`src/rtl/fetch_stage_pkg.sv`:
```
`default_nettype none
// ============================================================================
// Module      : fetch_stage_pkg
// Description : Shared definitions for the fetch stage: FSM state encoding,
//               NOP word and the opcode field position that control decodes.
// Revision    : 1.0 - initial release
// ============================================================================
package fetch_stage_pkg;

  // Fetch FSM: normal fetching, or waiting for a stale request to retire
  // before jumping to a saved redirect target.
  typedef enum logic [0:0] {
    FETCH      = 1'b0,
    REDIR_PEND = 1'b1
  } fetch_state_t;

  localparam logic [31:0] C_NOP_WORD = 32'h0000_0000;

  // Opcode field of a MIPS instruction word, shared with control.
  localparam int C_OPC_MSB = 31;
  localparam int C_OPC_LSB = 26;

endpackage : fetch_stage_pkg
`default_nettype wire

```
`src/rtl/fetch_stage_ifid_reg.sv`:
```
`default_nettype none
// ============================================================================
// Module      : ifid_reg
// Description : IF/ID pipeline register with load / bubble / hold controls.
//               load has priority over bubble; neither asserted means hold.
//               A bubble clears valid and writes NOP, leaving pc4 untouched.
// Ports       : clk, rst         - clock, asynchronous active-high reset
//               load, bubble     - update controls
//               instr_in, pc4_in - data captured on load
//               instr, pc4, valid- registered IF/ID contents
// Revision    : 1.0 - initial release
// ============================================================================
module ifid_reg #(
  parameter int          PC_WIDTH  = 32,
  parameter logic [31:0] NOP_INSTR = 32'h0000_0000
) (
  input  logic                clk,
  input  logic                rst,
  input  logic                load,
  input  logic                bubble,
  input  logic [31:0]         instr_in,
  input  logic [PC_WIDTH-1:0] pc4_in,
  output logic [31:0]         instr,
  output logic [PC_WIDTH-1:0] pc4,
  output logic                valid
);

  logic [31:0]         r_instr;
  logic [PC_WIDTH-1:0] r_pc4;
  logic                r_valid;

  always_ff @(posedge clk or posedge rst) begin
    if (rst) begin
      r_instr <= NOP_INSTR;
      r_pc4   <= '0;
      r_valid <= 1'b0;
    end else if (load) begin
      r_instr <= instr_in;
      r_pc4   <= pc4_in;
      r_valid <= 1'b1;
    end else if (bubble) begin
      r_instr <= NOP_INSTR;
      r_valid <= 1'b0;
    end
  end

  assign instr = r_instr;
  assign pc4   = r_pc4;
  assign valid = r_valid;

endmodule : ifid_reg
`default_nettype wire

```
`src/rtl/fetch_stage.sv`:
```
`default_nettype none
// ============================================================================
// Module      : fetch_stage
// Description : Instruction fetch stage with IF/ID register. Holds the PC,
//               issues word fetches over a req/ready handshake, applies
//               stall (hold) and redirect (squash, no delay slot).
// Ports       : clk, rst                 - clock, async active-high reset
//               stall, redirect,
//               redirect_pc              - hazard hold / taken branch target
//               imem_req, imem_addr,
//               imem_ready, imem_rdata   - instruction memory handshake
//               ifid_instr, ifid_pc4,
//               ifid_valid, ifid_opcode  - IF/ID contents to decode/control
//               fetch_count              - valid IF/ID loads since reset
// Revision    : 1.0 - initial release
// ============================================================================
module fetch_stage
  import fetch_stage_pkg::*;
#(
  parameter int                  PC_WIDTH  = 32,
  parameter logic [PC_WIDTH-1:0] RESET_PC  = '0,
  parameter logic [31:0]         NOP_INSTR = C_NOP_WORD
) (
  input  logic                clk,
  input  logic                rst,
  input  logic                stall,
  input  logic                redirect,
  input  logic [PC_WIDTH-1:0] redirect_pc,
  output logic                imem_req,
  output logic [PC_WIDTH-1:0] imem_addr,
  input  logic                imem_ready,
  input  logic [31:0]         imem_rdata,
  output logic [31:0]         ifid_instr,
  output logic [PC_WIDTH-1:0] ifid_pc4,
  output logic                ifid_valid,
  output logic [5:0]          ifid_opcode,
  output logic [31:0]         fetch_count
);

  localparam logic [PC_WIDTH-1:0] c_pc_step    = PC_WIDTH'(4);
  localparam logic [PC_WIDTH-1:0] c_align_mask = ~(PC_WIDTH'(3));

  fetch_state_t        r_state;
  fetch_state_t        w_state_nxt;
  logic [PC_WIDTH-1:0] r_pc;
  logic [PC_WIDTH-1:0] w_pc_nxt;
  logic [PC_WIDTH-1:0] r_saved;
  logic [PC_WIDTH-1:0] w_saved_nxt;
  logic                r_req;
  logic [31:0]         r_count;

  logic                w_ready;
  logic                w_load;
  logic                w_bubble;
  logic [PC_WIDTH-1:0] w_target;
  logic [PC_WIDTH-1:0] w_pc_plus4;

  // A ready only counts while a request is actually open.
  assign w_ready    = imem_ready & r_req;
  assign w_target   = redirect_pc & c_align_mask;
  assign w_pc_plus4 = r_pc + c_pc_step;

  // --------------------------------------------------------------------------
  // State / PC / saved-target / request registers
  // --------------------------------------------------------------------------
  always_ff @(posedge clk or posedge rst) begin
    if (rst) begin
      r_state <= FETCH;
      r_pc    <= RESET_PC;
      r_saved <= '0;
      r_req   <= 1'b0;
    end else begin
      r_state <= w_state_nxt;
      r_pc    <= w_pc_nxt;
      r_saved <= w_saved_nxt;
      r_req   <= 1'b1;
    end
  end

  // --------------------------------------------------------------------------
  // Next-state / next-PC / IF/ID control. Priority: stall > redirect > normal.
  // --------------------------------------------------------------------------
  always_comb begin
    w_state_nxt = r_state;
    w_pc_nxt    = r_pc;
    w_saved_nxt = r_saved;
    w_load      = 1'b0;
    w_bubble    = 1'b0;

    unique case (r_state)
      FETCH: begin
        if (stall) begin
          // Hold everything; memory re-presents the same address later.
        end else if (redirect) begin
          w_bubble = 1'b1;
          if (w_ready) begin
            // The fetched word belongs to the squashed path: drop it.
            w_pc_nxt = w_target;
          end else begin
            // The old request must retire before the address may change.
            w_saved_nxt = w_target;
            w_state_nxt = REDIR_PEND;
          end
        end else if (w_ready) begin
          w_load   = 1'b1;
          w_pc_nxt = w_pc_plus4;
        end else begin
          w_bubble = 1'b1;
        end
      end

      REDIR_PEND: begin
        if (!stall) begin
          w_bubble = 1'b1;
          if (redirect) begin
            w_saved_nxt = w_target;
          end
        end
        // Stale data is discarded even under stall; latest target wins.
        if (w_ready) begin
          w_pc_nxt    = (redirect && !stall) ? w_target : r_saved;
          w_state_nxt = FETCH;
        end
      end

      default: begin
        w_state_nxt = FETCH;
      end
    endcase
  end

  // --------------------------------------------------------------------------
  // Delivered-instruction counter
  // --------------------------------------------------------------------------
  always_ff @(posedge clk or posedge rst) begin
    if (rst) begin
      r_count <= '0;
    end else if (w_load) begin
      r_count <= r_count + 32'd1;
    end
  end

  // --------------------------------------------------------------------------
  // IF/ID register
  // --------------------------------------------------------------------------
  ifid_reg #(
    .PC_WIDTH  (PC_WIDTH),
    .NOP_INSTR (NOP_INSTR)
  ) u_ifid_reg (
    .clk      (clk),
    .rst      (rst),
    .load     (w_load),
    .bubble   (w_bubble),
    .instr_in (imem_rdata),
    .pc4_in   (w_pc_plus4),
    .instr    (ifid_instr),
    .pc4      (ifid_pc4),
    .valid    (ifid_valid)
  );

  assign imem_req    = r_req;
  assign imem_addr   = r_pc;
  assign ifid_opcode = ifid_instr[C_OPC_MSB:C_OPC_LSB];
  assign fetch_count = r_count;

endmodule : fetch_stage
`default_nettype wire

```
`config.mk`:
```
export PLATFORM = sky130hd
export DESIGN_NAME = fetch_stage
export DESIGN_NICKNAME = d
export VERILOG_FILES = /design/src/rtl/fetch_stage_pkg.sv /design/src/rtl/fetch_stage_ifid_reg.sv /design/src/rtl/fetch_stage.sv
export SDC_FILE = /design/constraint.sdc
export NUM_CORES = 1
export LEC_CHECK = 0
export ABC_AREA = 1
export CELL_PAD_IN_SITES_DETAIL_PLACEMENT = 1
export CELL_PAD_IN_SITES_GLOBAL_PLACEMENT = 1
export CORE_MARGIN = 4
export CORE_UTILIZATION = 38
export DETAILED_ROUTE_END_ITERATION = 8
export PLACE_DENSITY_LB_ADDON = 0.1
export SYNTH_ARGS = -nofsm -noshare
export SYNTH_HDL_FRONTEND = slang
export SYNTH_SLANG_ARGS = --single-unit
export TNS_END_PERCENT = 20
```
`constraint.sdc`:
```
create_clock -name clk -period 17.3 [get_ports clk]
set_clock_uncertainty 0.15 [all_clocks]
set_input_delay 4.325 -clock clk [delete_from_list [all_inputs] [get_ports clk]]
set_output_delay 4.325 -clock clk [all_outputs]
set_load 0.03 [all_outputs]
```
* Word-level counts from Yosys, hierarchy flattened
Index checks and enable logic that the tools add are counted.
** Storage, ports and cells
- Input port bits :: 69
- Output and inout port bits :: 136
- Register bits :: 163
- Word-level logic and storage cells :: 53
** Cells by class
- Add/sub/neg operators :: 2
- Bitwise gates (word level) :: 2
- Reduce and logical (&&, ||, !) cells :: 5
- Equality and inequality tests :: 7
- Mux-type cells :: 29
** Operators by type and width (number)
- $mux 32 :: 13
- $pmux 32 s2 :: 2
- $add 32x1->32 const B :: 1
- $add 32x3->32 const B :: 1
- $mux 1 :: 12
- $ne 2x2->1 const B :: 6
- $reduce_and 5->1 :: 1
- $pmux 1 s2 :: 2
- $reduce_and 3->1 :: 1
- $ne 2x1->1 const B :: 1
- $reduce_bool 2->1 :: 1
- $and 1x1->1 :: 1
- $logic_and 1x1->1 :: 1
- $logic_not 1->1 :: 1
- $not 1->1 :: 1

* Longest topological paths before layout
- Word-level depth :: 7
- Gate-level depth with buffers :: 10
- Mapped depth without buffers :: 10

* Hierarchy
A second synthesis with hierarchy kept.
** Second synthesis, totals
- Cell total of the unflattened synthesis :: 1177
- Area total of the unflattened synthesis :: 8739.6 um^2
** By module, submodules not included
- fetch_stage :: sequential area each 2352.3 um^2, cells each 902, times used 1, area each 6288.5 um^2
- ifid_reg :: sequential area each 1626.6 um^2, cells each 275, times used 1, area each 2451.1 um^2

* Least setup slack after synthesis
OpenSTA, ideal clock, no wires.
- Path kind :: in2reg
- From :: input redirect
- To :: register r_count[14] (netlist: fetch_count[14])
- Path buffers :: 1
- Data required time :: 17.016 ns
- Setup time :: 0.134 ns
- Arrival time :: 5.245 ns
- Cell stages on the path :: 8
- Slack :: 11.770 ns
- Cell sequence :: buf_4 -> nor2_4 -> nand3_4 -> inv_2 -> nand4_2 -> nor2_4 -> nand2_1 -> xnor2_1
** On the way
- Cells in the longest elaborated chain, start to end :: 3
** Ends and longest elaborated chain
- start, declared :: line fetch_stage.sv:27 : input logic redirect,
- $mux 1 :: line fetch_stage.sv:94 : end else if (redirect) begin
- $mux 1 :: line fetch_stage.sv:92 : if (stall) begin
- $mux 1 :: line fetch_stage.sv:90 : unique case (r_state)
- end signal, assigned :: line fetch_stage.sv:139 : r_count <= r_count + 32'd1;
- end, declared :: line fetch_stage.sv:50 : logic [31:0] r_count;
Every way passes these cells.
A chain may end at the register's enable or synchronous reset.

* Worst setup path in the final report
- From :: input stall
- To :: register r_count[5] (netlist: fetch_count[5])
** On the way
- Cells in the longest elaborated chain, start to end :: 2
** Ends and longest elaborated chain
- start, declared :: line fetch_stage.sv:26 : input logic stall,
- $mux 1 :: line fetch_stage.sv:92
- $mux 1 :: line fetch_stage.sv:90
Every way passes these cells.

==> flow_summary.ini <==
[drt]
drtAntennaViolNets = 0
drtIter0Drc = 391
drcViolationCount = 0
routed_via_density = 5.08
vias = 7640
dr.pass1.iters = 5
post_drt_wl_per_cell_um = 17.8
wl_um = 26800

[timing]
fin_ws_ns = 10.35
hold_violations = 0
fin_crit_sh = 0.402
finalMaxSlewViolations = 0
finalCriticalPeriod_ns = 6.95
fmax_mhz = 144
finalSetupViolations = 0
slew_headroom = 0.307
fin_hold_ws_ns = 0.328
fin_tns_setup_ns = 0
rsz0062_at_grt = no
worstMarginPinSlew_ns = 1.04

[yosys]
ys_warn_count = 0
avgSynthCellArea_sq_um = 7.94
seq_area_frac_synth = 0.472
synth_edf_count = 0
syn_area_sq_um = 8320
syn_inst = 1047
synth_flop_cell = dfrtp_1
ys_types = 41
async_flop_share = 1.00
ys_ff_latch = 157

[die]
start_util = 0.391
fp.dieH_um = 156
ioPinCount = 205
rows = 53
core_area_sq_um = 21300
die_w_um = 156
die_area_sq_um = 24300

[power_and_ir_drop]
seqPwrFrac = 0.377
clockPowerShare = 0.313
p_leak_uw = 0.00493
power.share.switching = 0.368
power_density_nw_per_um2 = 119
p_int_uw = 832
combinationalPowerShare = 0.311
net-switching-power_uw = 484
ir_drop_uv = 61.3

[worst_hold_path]
hold_path_class = flop to flop

[critical_path]
cp.arrival_ns = 7.10
cp.required_ns = 17.45
worst-setup-path-type = primary input to flop
crit_path_end_kind = flop
path_max_fanout = 86
critPathLaunchType = primary input

[global_routing]
antenna_found_initial = 0
grt_pass1_vias = 7699
grt_pass1_wl_um = 43100
grt_start_max_net_pins = 87
grt_overflow = 0
grt.total_usage = 0.223

[place]
io_buffers = 198
gp_congestion = 0.787
place_ws_ns = 9.91
dp_hpwl_um = 19400

[layout]
drive_above_1_share = 0.0708
syn2layout_area_growth_pct = 32.7
num_antenna_cells = 0
nets = 1287

[cts]
htreeDepth = 4
cts_resized = 0
cts_tree = done
clockBufferDepth = 2
cts_made_buffers = 17
cts.sinks = 157
post_cts_buffers = 0
clockRootBuffer = clkbuf_16
hold_buffers = 0
clock_latency_ns = 0.43
clk_pin_slew_ns = 0.07

[outcome]
status = finished, final reports clean

[run]
cap_violations = 0
==> state kept, by name (all words and copies together) (netlist names) <==
name,flops
r_saved,30
u_ifid_reg.instr,32
imem_addr,30
u_ifid_reg.valid,1
imem_req,1
r_state,1
u_ifid_reg.pc4,30
fetch_count,32
==> path summary, 6_finish.rpt <==
check                                 from              endpoint  slack [ns]  cells after the start
max in group asynchronous              rst               r_state       11.13                      3
min reg2reg                fetch_count[31]       fetch_count[31]        0.33                      1
max reg2reg                        r_state        fetch_count[5]       14.08                      6
min in group asynchronous              rst  u_ifid_reg.instr[11]        4.25                      2
max                                  stall        fetch_count[5]       10.35                      8
min                        fetch_count[31]       fetch_count[31]        0.33                      1
==> power by group through the flow <==
stage               clock network, uW  logic [uW]  registers [uW]
finish                            411         409             496
global route                      436         444             506
detailed placement                  0         412             502
global placement                    0         405             500
CTS                               421         414             496
floorplan                           0         151             580
==> cells in the final DEF (no fill, tap or decap), drive strengths merged <==
cell type / netlist / layout
nor2: 124 / 124
nand3b: 3 / 3
a22o: 32 / 32
o211ai: 6 / 6
nand3: 51 / 51
a21boi: 1 / 1
conb: 2 / 5
clkbuf: 22 / 18
dfrtp: 157 / 157
mux2: 5 / 5
nand2: 297 / 297
buf: 34 / 5
nand4: 6 / 6
clkdlybuf4s50: 0 / 198
a22oi: 6 / 6
a21oi: 67 / 67
clkinvlp: 0 / 4
nor3: 12 / 12
xor2: 20 / 20
and2: 1 / 1
ha: 2 / 2
o21ai: 71 / 71
inv: 89 / 95
a31o: 1 / 1
xnor2: 10 / 10
a31oi: 27 / 27
nor3b: 1 / 1
bufinv: 0 / 4
==> layout make-up <==
class,instances,area (sq um)
well taps,275,344
clock inverters,14,205
repair buffers,203,2020
inverters,89,344
multi-input cells,748,3760
flip-flops and latches,157,3930
fillers,2556,10200
clock buffers,18,429
==> logic make-up (layout without fill, tap and decap cells) <==
logic type               Yosys count  after routing  share of synthesized area
flip-flops                       157            157                      0.472
adder cells (fa/ha/maj)            2              2                    0.00301
other                              2              5                   0.000903
multiplexers                       5              5                    0.00677
AND/OR/NAND/NOR                  495            495                      0.259
XOR/XNOR                          30             30                     0.0316
AO/OA/AOI/OAI                    211            211                      0.150
buffers and inverters            145            324                     0.0764
==> metrics by stage <==
stage / area [sq um] / instances / total power, uW / util
floorplan: 8330 / 1050 / 730 / -
global placement: 10400 / 1472 / 905 / 0.489
detailed placement: 10400 / 1472 / 914 / 0.489
CTS: 11000 / 1504 / 1330 / 0.518
global route: 11000 / 1504 / 1390 / 0.518
finish: 11000 / 1504 / 1320 / 0.518
==> worst max-delay path, stage by stage <==
cell             delay, ns
clkdlybuf4s50_1       0.40
buf_4                 0.28
nor2_4                0.18
nand3_4               0.36
inv_2                 0.36
buf_4                 0.78
nand2_1               0.16
xnor2_1               0.17
==> synth_stat cells, types with 2 or more instances <==
cell type | number | share of area
nand2_1 | 290 | 0.13
dfrtp_1 | 157 | 0.47
nor2_1 | 105 | 0.047
inv_1 | 82 | 0.037
a21oi_1 | 66 | 0.040
o21ai_0 | 53 | 0.032
nand3_1 | 48 | 0.029
a22o_1 | 32 | 0.034
a31oi_1 | 27 | 0.020
clkbuf_1 | 22 | 0.0099
xor2_1 | 20 | 0.021
o21ai_1 | 18 | 0.011
buf_2 | 15 | 0.0090
buf_4 | 14 | 0.013
nor2_2 | 10 | 0.0075
xnor2_1 | 10 | 0.011
nor2_4 | 8 | 0.011
nor3_1 | 8 | 0.0048
a22oi_1 | 6 | 0.0054
o211ai_1 | 6 | 0.0054
inv_2 | 5 | 0.0023
mux2_2 | 5 | 0.0068
nand2_2 | 5 | 0.0038
nand4_1 | 5 | 0.0038
nor3_2 | 4 | 0.0048
buf_1 | 3 | 0.0014
nand3b_1 | 3 | 0.0027
buf_6 | 2 | 0.0027
conb_1 | 2 | 0.00090
ha_1 | 2 | 0.0030
inv_4 | 2 | 0.0015
nand2_4 | 2 | 0.0027
nand3_2 | 2 | 0.0024
==> routing by layer <==
layer / vias to the layer above / part of all wire / GRT usage / wire, um
li1: 3756 / - / - / -
met3: 25 / 0.037 / 0.0322 / 993
met5: - / 0 / 0 / 0
met1: 3694 / 0.47 / 0.306 / 12500
met2: 165 / 0.48 / 0.371 / 12900
met4: 0 / 0.016 / 0.0575 / 416
Power figures use the tool's default switching activity.
